## src/rtl/voice_pkg.sv

```systemverilog
// voice_pkg: shared types and constants for the voice matcher.
//   dir_t   - 2-bit match code reported for the closest template
//   state_t - control states of the compare scheduler
//   VOICE_ADDR_W / VOICE_DATA_W - default sample-RAM geometry
package voice_pkg;

    localparam int VOICE_ADDR_W = 12;
    localparam int VOICE_DATA_W = 32;
    localparam int NUM_TMPL     = 4;

    typedef enum logic [1:0] {DIR_UP, DIR_DOWN, DIR_LEFT, DIR_RIGHT} dir_t;

    typedef enum logic [1:0] {ST_IDLE, ST_SWEEP, ST_DRAIN, ST_DECIDE} state_t;

endpackage

```

## src/rtl/popcount_word.sv

```systemverilog
// popcount_word: combinational count of set bits in one RAM word.
// Ports:
//   word  in  DATA_W  word to count
//   count out CNT_W   number of '1' bits in word
module popcount_word #(
    parameter int DATA_W = 32,
    parameter int CNT_W  = $clog2(DATA_W + 1)
) (
    input  logic [DATA_W-1:0] word,
    output logic [CNT_W-1:0]  count
);

    always_comb begin
        count = '0;
        for (int i = 0; i < DATA_W; i++) begin
            count = count + CNT_W'(word[i]);
        end
    end

endmodule

```

## src/rtl/voice_match_sched.sv

```systemverilog
// voice_match_sched: owns the shared address bus of the live sample RAM and
// the four template RAMs. In IDLE the recorder drives the bus directly; on
// start the scheduler sweeps all DEPTH words, accumulates the Hamming
// distance of each template against the live recording and reports the
// closest template. Recorder requests abort a running compare.
//
// Optional feature: define VOICE_MATCH_REJECT_EN to flag results whose
// winning distance exceeds REJECT_THRESH on no_match. Without the macro
// no_match is tied to 0.
//
// Ports:
//   clk, rst              clock, synchronous active-high reset
//   start                 single-cycle compare request
//   rec_req/rec_addr/rec_wr  recorder bus request, address, write strobe
//   rec_gnt               bus granted to recorder
//   ram_addr, ram_wr      shared RAM address and gated write strobe
//   live_dout, up/down/left/right_dout  RAM read data (1-cycle latency)
//   busy                  compare in progress
//   match, min_dist       closest template and its distance
//   match_valid, aborted  one-cycle result / abort pulses
//   no_match              threshold reject flag
module voice_match_sched
    import voice_pkg::*;
#(
    parameter int          ADDR_W        = VOICE_ADDR_W,
    parameter int          DEPTH         = 4096,
    parameter int          DATA_W        = VOICE_DATA_W,
    parameter int          ACC_W         = 18,
    parameter int unsigned REJECT_THRESH = 20000
) (
    input  logic              clk,
    input  logic              rst,
    input  logic              start,
    input  logic              rec_req,
    input  logic [ADDR_W-1:0] rec_addr,
    input  logic              rec_wr,
    output logic              rec_gnt,
    output logic [ADDR_W-1:0] ram_addr,
    output logic              ram_wr,
    input  logic [DATA_W-1:0] live_dout,
    input  logic [DATA_W-1:0] up_dout,
    input  logic [DATA_W-1:0] down_dout,
    input  logic [DATA_W-1:0] left_dout,
    input  logic [DATA_W-1:0] right_dout,
    output logic              busy,
    output logic [1:0]        match,
    output logic [ACC_W-1:0]  min_dist,
    output logic              match_valid,
    output logic              aborted,
    output logic              no_match
);

    localparam int              CNT_W     = $clog2(DATA_W + 1);
    localparam logic [ADDR_W-1:0] LAST_ADDR = ADDR_W'(DEPTH - 1);

    if (DEPTH < 2 || 64'(DEPTH) > (64'(1) << ADDR_W)) begin : g_bad_depth
        $error("DEPTH must lie in 2 .. 2**ADDR_W");
    end
    if (ACC_W < ADDR_W + 6) begin : g_bad_acc
        $error("ACC_W must be at least ADDR_W+6");
    end
    if (64'(REJECT_THRESH) >= (64'(1) << ACC_W)) begin : g_bad_thresh
        $error("REJECT_THRESH does not fit in ACC_W bits");
    end

    state_t              state;
    logic [ADDR_W-1:0]   sweep_addr;
    logic                rd_vld;
    logic [ACC_W-1:0]    acc [NUM_TMPL];

    logic [DATA_W-1:0]   tmpl_dout [NUM_TMPL];
    logic [DATA_W-1:0]   diff_p1   [NUM_TMPL];
    logic [CNT_W-1:0]    cnt_p1    [NUM_TMPL];

    dir_t                best_idx;
    logic [ACC_W-1:0]    best_dist;

    assign tmpl_dout[0] = up_dout;
    assign tmpl_dout[1] = down_dout;
    assign tmpl_dout[2] = left_dout;
    assign tmpl_dout[3] = right_dout;

    // ---- stage p1: RAM data returned, per-template bit distance ----
    for (genvar g = 0; g < NUM_TMPL; g++) begin : g_pc
        assign diff_p1[g] = live_dout ^ tmpl_dout[g];

        popcount_word #(
            .DATA_W (DATA_W),
            .CNT_W  (CNT_W)
        ) u_popcount (
            .word  (diff_p1[g]),
            .count (cnt_p1[g])
        );
    end

    // ---- decide: strict less-than keeps the lowest index on ties ----
    always_comb begin
        best_idx  = DIR_UP;
        best_dist = acc[0];
        for (int i = 1; i < NUM_TMPL; i++) begin
            if (acc[i] < best_dist) begin
                best_idx  = dir_t'(2'(i));
                best_dist = acc[i];
            end
        end
    end

    // Bus mux: recorder owns the bus only while idle.
    always_comb begin
        rec_gnt  = 1'b0;
        ram_wr   = 1'b0;
        ram_addr = sweep_addr;
        if (state == ST_IDLE) begin
            rec_gnt  = rec_req;
            ram_addr = rec_addr;
            ram_wr   = rec_wr & rec_req;
        end
    end

    assign busy = (state != ST_IDLE);

    always_ff @(posedge clk) begin
        if (rst) begin
            state       <= ST_IDLE;
            sweep_addr  <= '0;
            rd_vld      <= 1'b0;
            for (int i = 0; i < NUM_TMPL; i++) acc[i] <= '0;
            match       <= DIR_UP;
            min_dist    <= '0;
            match_valid <= 1'b0;
            aborted     <= 1'b0;
`ifdef VOICE_MATCH_REJECT_EN
            no_match    <= 1'b0;
`endif
        end else begin
            match_valid <= 1'b0;
            aborted     <= 1'b0;

            // ---- stage p2: accumulate the word read in the previous cycle ----
            if (rd_vld) begin
                for (int i = 0; i < NUM_TMPL; i++) begin
                    acc[i] <= acc[i] + {{(ACC_W - CNT_W){1'b0}}, cnt_p1[i]};
                end
            end

            case (state)
                ST_IDLE: begin
                    rd_vld <= 1'b0;
                    if (start && !rec_req) begin
                        state      <= ST_SWEEP;
                        sweep_addr <= '0;
                        for (int i = 0; i < NUM_TMPL; i++) acc[i] <= '0;
                    end
                end
                ST_SWEEP: begin
                    if (rec_req) begin
                        state   <= ST_IDLE;
                        rd_vld  <= 1'b0;
                        aborted <= 1'b1;
                    end else begin
                        rd_vld     <= 1'b1;
                        sweep_addr <= sweep_addr + 1'b1;
                        if (sweep_addr == LAST_ADDR) state <= ST_DRAIN;
                    end
                end
                ST_DRAIN: begin
                    rd_vld <= 1'b0;
                    if (rec_req) begin
                        state   <= ST_IDLE;
                        aborted <= 1'b1;
                    end else begin
                        state <= ST_DECIDE;
                    end
                end
                ST_DECIDE: begin
                    rd_vld <= 1'b0;
                    state  <= ST_IDLE;
                    if (rec_req) begin
                        aborted <= 1'b1;
                    end else begin
                        match       <= best_idx;
                        min_dist    <= best_dist;
                        match_valid <= 1'b1;
`ifdef VOICE_MATCH_REJECT_EN
                        no_match    <= (best_dist > ACC_W'(REJECT_THRESH));
`endif
                    end
                end
                default: begin
                    state  <= ST_IDLE;
                    rd_vld <= 1'b0;
                end
            endcase
        end
    end

`ifndef VOICE_MATCH_REJECT_EN
    assign no_match = 1'b0;
`endif

endmodule

```

## config.mk

```make
export PLATFORM = sky130hd
export DESIGN_NAME = voice_match_sched
export DESIGN_NICKNAME = d
export VERILOG_FILES = /design/src/rtl/voice_pkg.sv /design/src/rtl/popcount_word.sv /design/src/rtl/voice_match_sched.sv
export SDC_FILE = /design/constraint.sdc
export NUM_CORES = 1
export LEC_CHECK = 0
export ABC_AREA = 1
export ABC_CLOCK_PERIOD_IN_PS = 9600
export BUFFER_PORTS_ARGS = -buffer_cell sky130_fd_sc_hd__buf_2
export CELL_PAD_IN_SITES_DETAIL_PLACEMENT = 1
export CELL_PAD_IN_SITES_GLOBAL_PLACEMENT = 1
export CORE_MARGIN = 2
export CORE_UTILIZATION = 40
export DETAILED_ROUTE_END_ITERATION = 7
export PLACE_DENSITY_LB_ADDON = 0.25
export SLEW_MARGIN = 20
export SYNTH_ARGS = -nofsm -noshare
export SYNTH_HDL_FRONTEND = slang
export SYNTH_HIERARCHICAL = 1
export SYNTH_SLANG_ARGS = --single-unit
```

## constraint.sdc

```tcl
create_clock -name clk -period 9.6 [get_ports clk]
set_input_delay 0.96 -clock clk [delete_from_list [all_inputs] [get_ports clk]]
set_output_delay 0.96 -clock clk [all_outputs]
set_load 0.005 [all_outputs]
```

==> results by stage <==
Setup path:
- The delay of the slowest cell on the worst path is between 0.5 and 0.6 ns.
- The arrival time reported for the critical path endpoint is approximately 8.1 ns.
- The startpoint type of the worst setup path is an input port.
- STA classifies the critical path endpoint as a register.
- In this run the worst path has a maximum fanout of 4.
- For the worst setup path, the data required time is 9.69 ns.
- The path type of the worst setup path is input port to register.
- The cell repeated most along the worst path is sky130_fd_sc_hd__fa_1.
- The library cell contributing the largest single delay on the critical path is sky130_fd_sc_hd__fa_1.

GRT:
- The global-route wire length before repair is ~58 mm.
- The via count of the first global-routing pass is 11600.
- The overall routing resource usage is 23.0%.
- The initial antenna violation count came to 4.
- The residual overflow from global routing is 0.
- The pin count of the biggest net entering global routing is 38.

Timing:
- The headroom to the max-slew limit is roughly 34%.
- The worst hold margin is about 0.46 ns.
- The shortest period the worst path allows is ~8.0 ns.
- The final-report max-slew violation count came to 0.
- Based on the critical path, the design can be clocked at up to around 0.12 GHz.
- The count of final setup violators is 0.
- Setup repair after global routing left no endpoint under its margin.
- The slew at the pin closest to its max-slew limit is ~0.99 ns.
- The share of the clock period used by the worst path is between 80 and 90%.
- The final worst-path setup slack is 1.56 ns.
- Between clock sinks in the finished design, the worst skew comes to about 0.015 ns.
- The setup TNS is 0 ns.
- The final hold violation count is 0.

Placement:
- Buffers placed on the I/O ports in this run total 213.
- The placement-stage worst setup slack is around 1.2 ns.
- The HPWL after detailed placement is around 30 mm.
- The final estimated routing congestion in global placement is 0.862.

Detailed routing:
- The overall routed net length is between 30 and 40 mm.
- The detailed router finished its first iteration with 470 violations.
- The detailed router placed between 10000 and 15000 vias in this run.
- The remaining antenna violation count after routing is 0.
- The count of TritonRoute iterations in the first routing pass is 5.
- In the final routed layout, each cell accounts on average for about 16 um.
- The final routed DRC violation total is 0.
- The average vias per placed instance is 5.05.

Synth:
- The area share of the largest cell type after synthesis is about 17%.
- After synthesis, the mean cell area works out to a little under 8 sq um.
- Of all flip-flops after synthesis, the portion carrying an async set or reset was 0%.
- Sequential elements use 20.8% of the synthesized area.
- The cell type contributing the most total cell area after synthesis is sky130_fd_sc_hd__fa_1.
- The cell area that synthesis handed to floorplanning was ~12000 sq um.
- In the post-synthesis netlist, the biggest area contributors are sky130_fd_sc_hd__fa_1, sky130_fd_sc_hd__ha_1, sky130_fd_sc_hd__dfxtp_1.
- The number of warnings issued by yosys is 6.
- The number of different library cells used by synthesis comes to slightly above 50.
- Among all flip-flop cells after synthesis, the most frequent one is sky130_fd_sc_hd__dfxtp_1.
- Synthesis inferred about 110 register bits.
- The synthesized net count is a little under 2000.
- The number of flops mapped to enable cells by yosys is 36.
- In the synthesized netlist, the number of instances is 1582.

Clock network:
- The number of levels the H-tree was split into is 3.
- The number of clock sinks is ~110.
- The setup fix buffers added after clock tree synthesis is 0.
- The clock-pin slew reported for the worst setup and hold paths after clock tree synthesis is approximately 0.090 ns.
- TritonCTS built the clock tree.
- The cell sitting at the root of the clock tree is a sky130_fd_sc_hd__clkbuf_16.
- The post-cts resize count is 0.
- In this run, post-CTS hold repair placed 0 buffers.
- For the worst-skew pair, the clock arrives at the later sink with an insertion delay of around 0.36 ns.
- The TritonCTS buffer count is 9.
- The longest clock path from root to sink contains 2 buffers.

Floorplanning:
- The die is 179 um tall.
- The floorplan step defined a die boundary enclosing approximately 32000 sq um.
- The area of the core is between 20000 and 30000 sq um.
- The initial utilization of the core area, before any placement, comes to ~41%.
- After floorplanning, the core was divided into 63 placement rows.
- 215 I/O pins were placed.
- The die width is roughly 180 um.

Cells and area:
- After the last flow step, the layout net total stands at 2189.
- The proportion of layout cells with a drive suffix above 1 is 14.4%.
- The most common library cell in the layout ignoring fill and taps is sky130_fd_sc_hd__inv_1.
- Counting the fill cells in the layout gives between 3000 and 4000.
- The layout-stage area growth over the synthesis result is 14.7%.
- The final cell utilization of the core is 46.9%.
- Leaving out fill and tap cells, the most frequent cells in the layout are sky130_fd_sc_hd__inv_1, sky130_fd_sc_hd__nand2_1, sky130_fd_sc_hd__buf_2.

Job:
- The tool flagged a number of max-cap violations equal to 0.

Hold path:
- The worst hold path belongs to the class register to register.

Status:
- The run finished with clean final reports.
==> path summary, 6_finish.rpt <==
path,slack [ns],cells past startpoint,endpoint,startpoint
setup reg to reg,3.23,29,min_dist[5],acc[1][13]
hold / removal,0.46,1,sweep_addr[5],sweep_addr[5]
hold reg to reg,0.46,1,sweep_addr[5],sweep_addr[5]
setup / recovery,1.56,35,acc[2][16],live_dout[1]
==> metrics by stage <==
stage	cells	instance area, sq um
detailed placement	2164	13700
global placement	2164	13700
finish	2184	14000
CTS	2180	14000
global route	2184	14000
floorplan	1582	12200
==> synth_stat cells, types with 8 or more instances <==
cell                       count
sky130_fd_sc_hd__xor2_1      128
sky130_fd_sc_hd__clkbuf_1     18
sky130_fd_sc_hd__nand3_1      83
sky130_fd_sc_hd__ha_1        123
sky130_fd_sc_hd__fa_1        104
sky130_fd_sc_hd__a21oi_1     111
sky130_fd_sc_hd__nand4_1      12
sky130_fd_sc_hd__o21ai_0      93
sky130_fd_sc_hd__nor3_1       29
sky130_fd_sc_hd__inv_1       321
sky130_fd_sc_hd__nor2_1      110
sky130_fd_sc_hd__a211oi_1      8
sky130_fd_sc_hd__dfxtp_1      73
sky130_fd_sc_hd__nand2_1     259
sky130_fd_sc_hd__edfxtp_1     36
==> critical path: cells and delay by family <==
| family | cells | cell delay [ns] |
|---|---|---|
| xor+xnor | 1 | 0.23 |
| buf+inv | 8 | 0.61 |
| fa+ha+maj | 10 | 4.52 |
| compound gates | 2 | 0.27 |
| simple gates | 14 | 1.56 |
==> metal layers <==
layer  up-vias  wire length, um  global-route usage, %
met3        37             1230                   2.52
met4         0              575                   5.28
met2       190            17800                   41.9
met1      5379            15800                   29.0
li1       5425                -                      -
met5         -                0                      0
==> flip-flops by register name, summed over array words and instances (netlist names) <==
register and flops:
aborted 1, acc 72, match 2, match_valid 1
min_dist 18, rd_vld 1, state 2, sweep_addr 12
==> layout make-up <==
cell class / instances / area [sq um] / share of cell area, %
Timing Repair Buffer: 219 / 1110 / 7.93
Inverter: 324 / 1220 / 8.68
Clock buffer: 10 / 250 / 1.79
Multi-Input combinational cell: 1122 / 8340 / 59.5
Antenna cell: 4 / 10.0 / 0.0714
Clock inverter: 6 / 61.3 / 0.437
Tap cell: 390 / 488 / 3.48
Sequential cell: 109 / 2540 / 18.1
==> cells by family (layout without fill, tap and decap cells) <==
family	count (synthesis)	after routing	synth area share (%)
adder cells (fa/ha/maj)	227	227	29.6
XOR/XNOR	133	133	9.54
flip-flops	109	109	20.8
other	1	5	0.0307
AO/OA/AOI/OAI	243	243	10.8
AND/OR/NAND/NOR	518	518	18.2
buffers and inverters	351	559	11.0
Power is left out: the tool's default activity adds up to more than one toggle a clock period on the data nets, which glitch-free logic cannot reach.
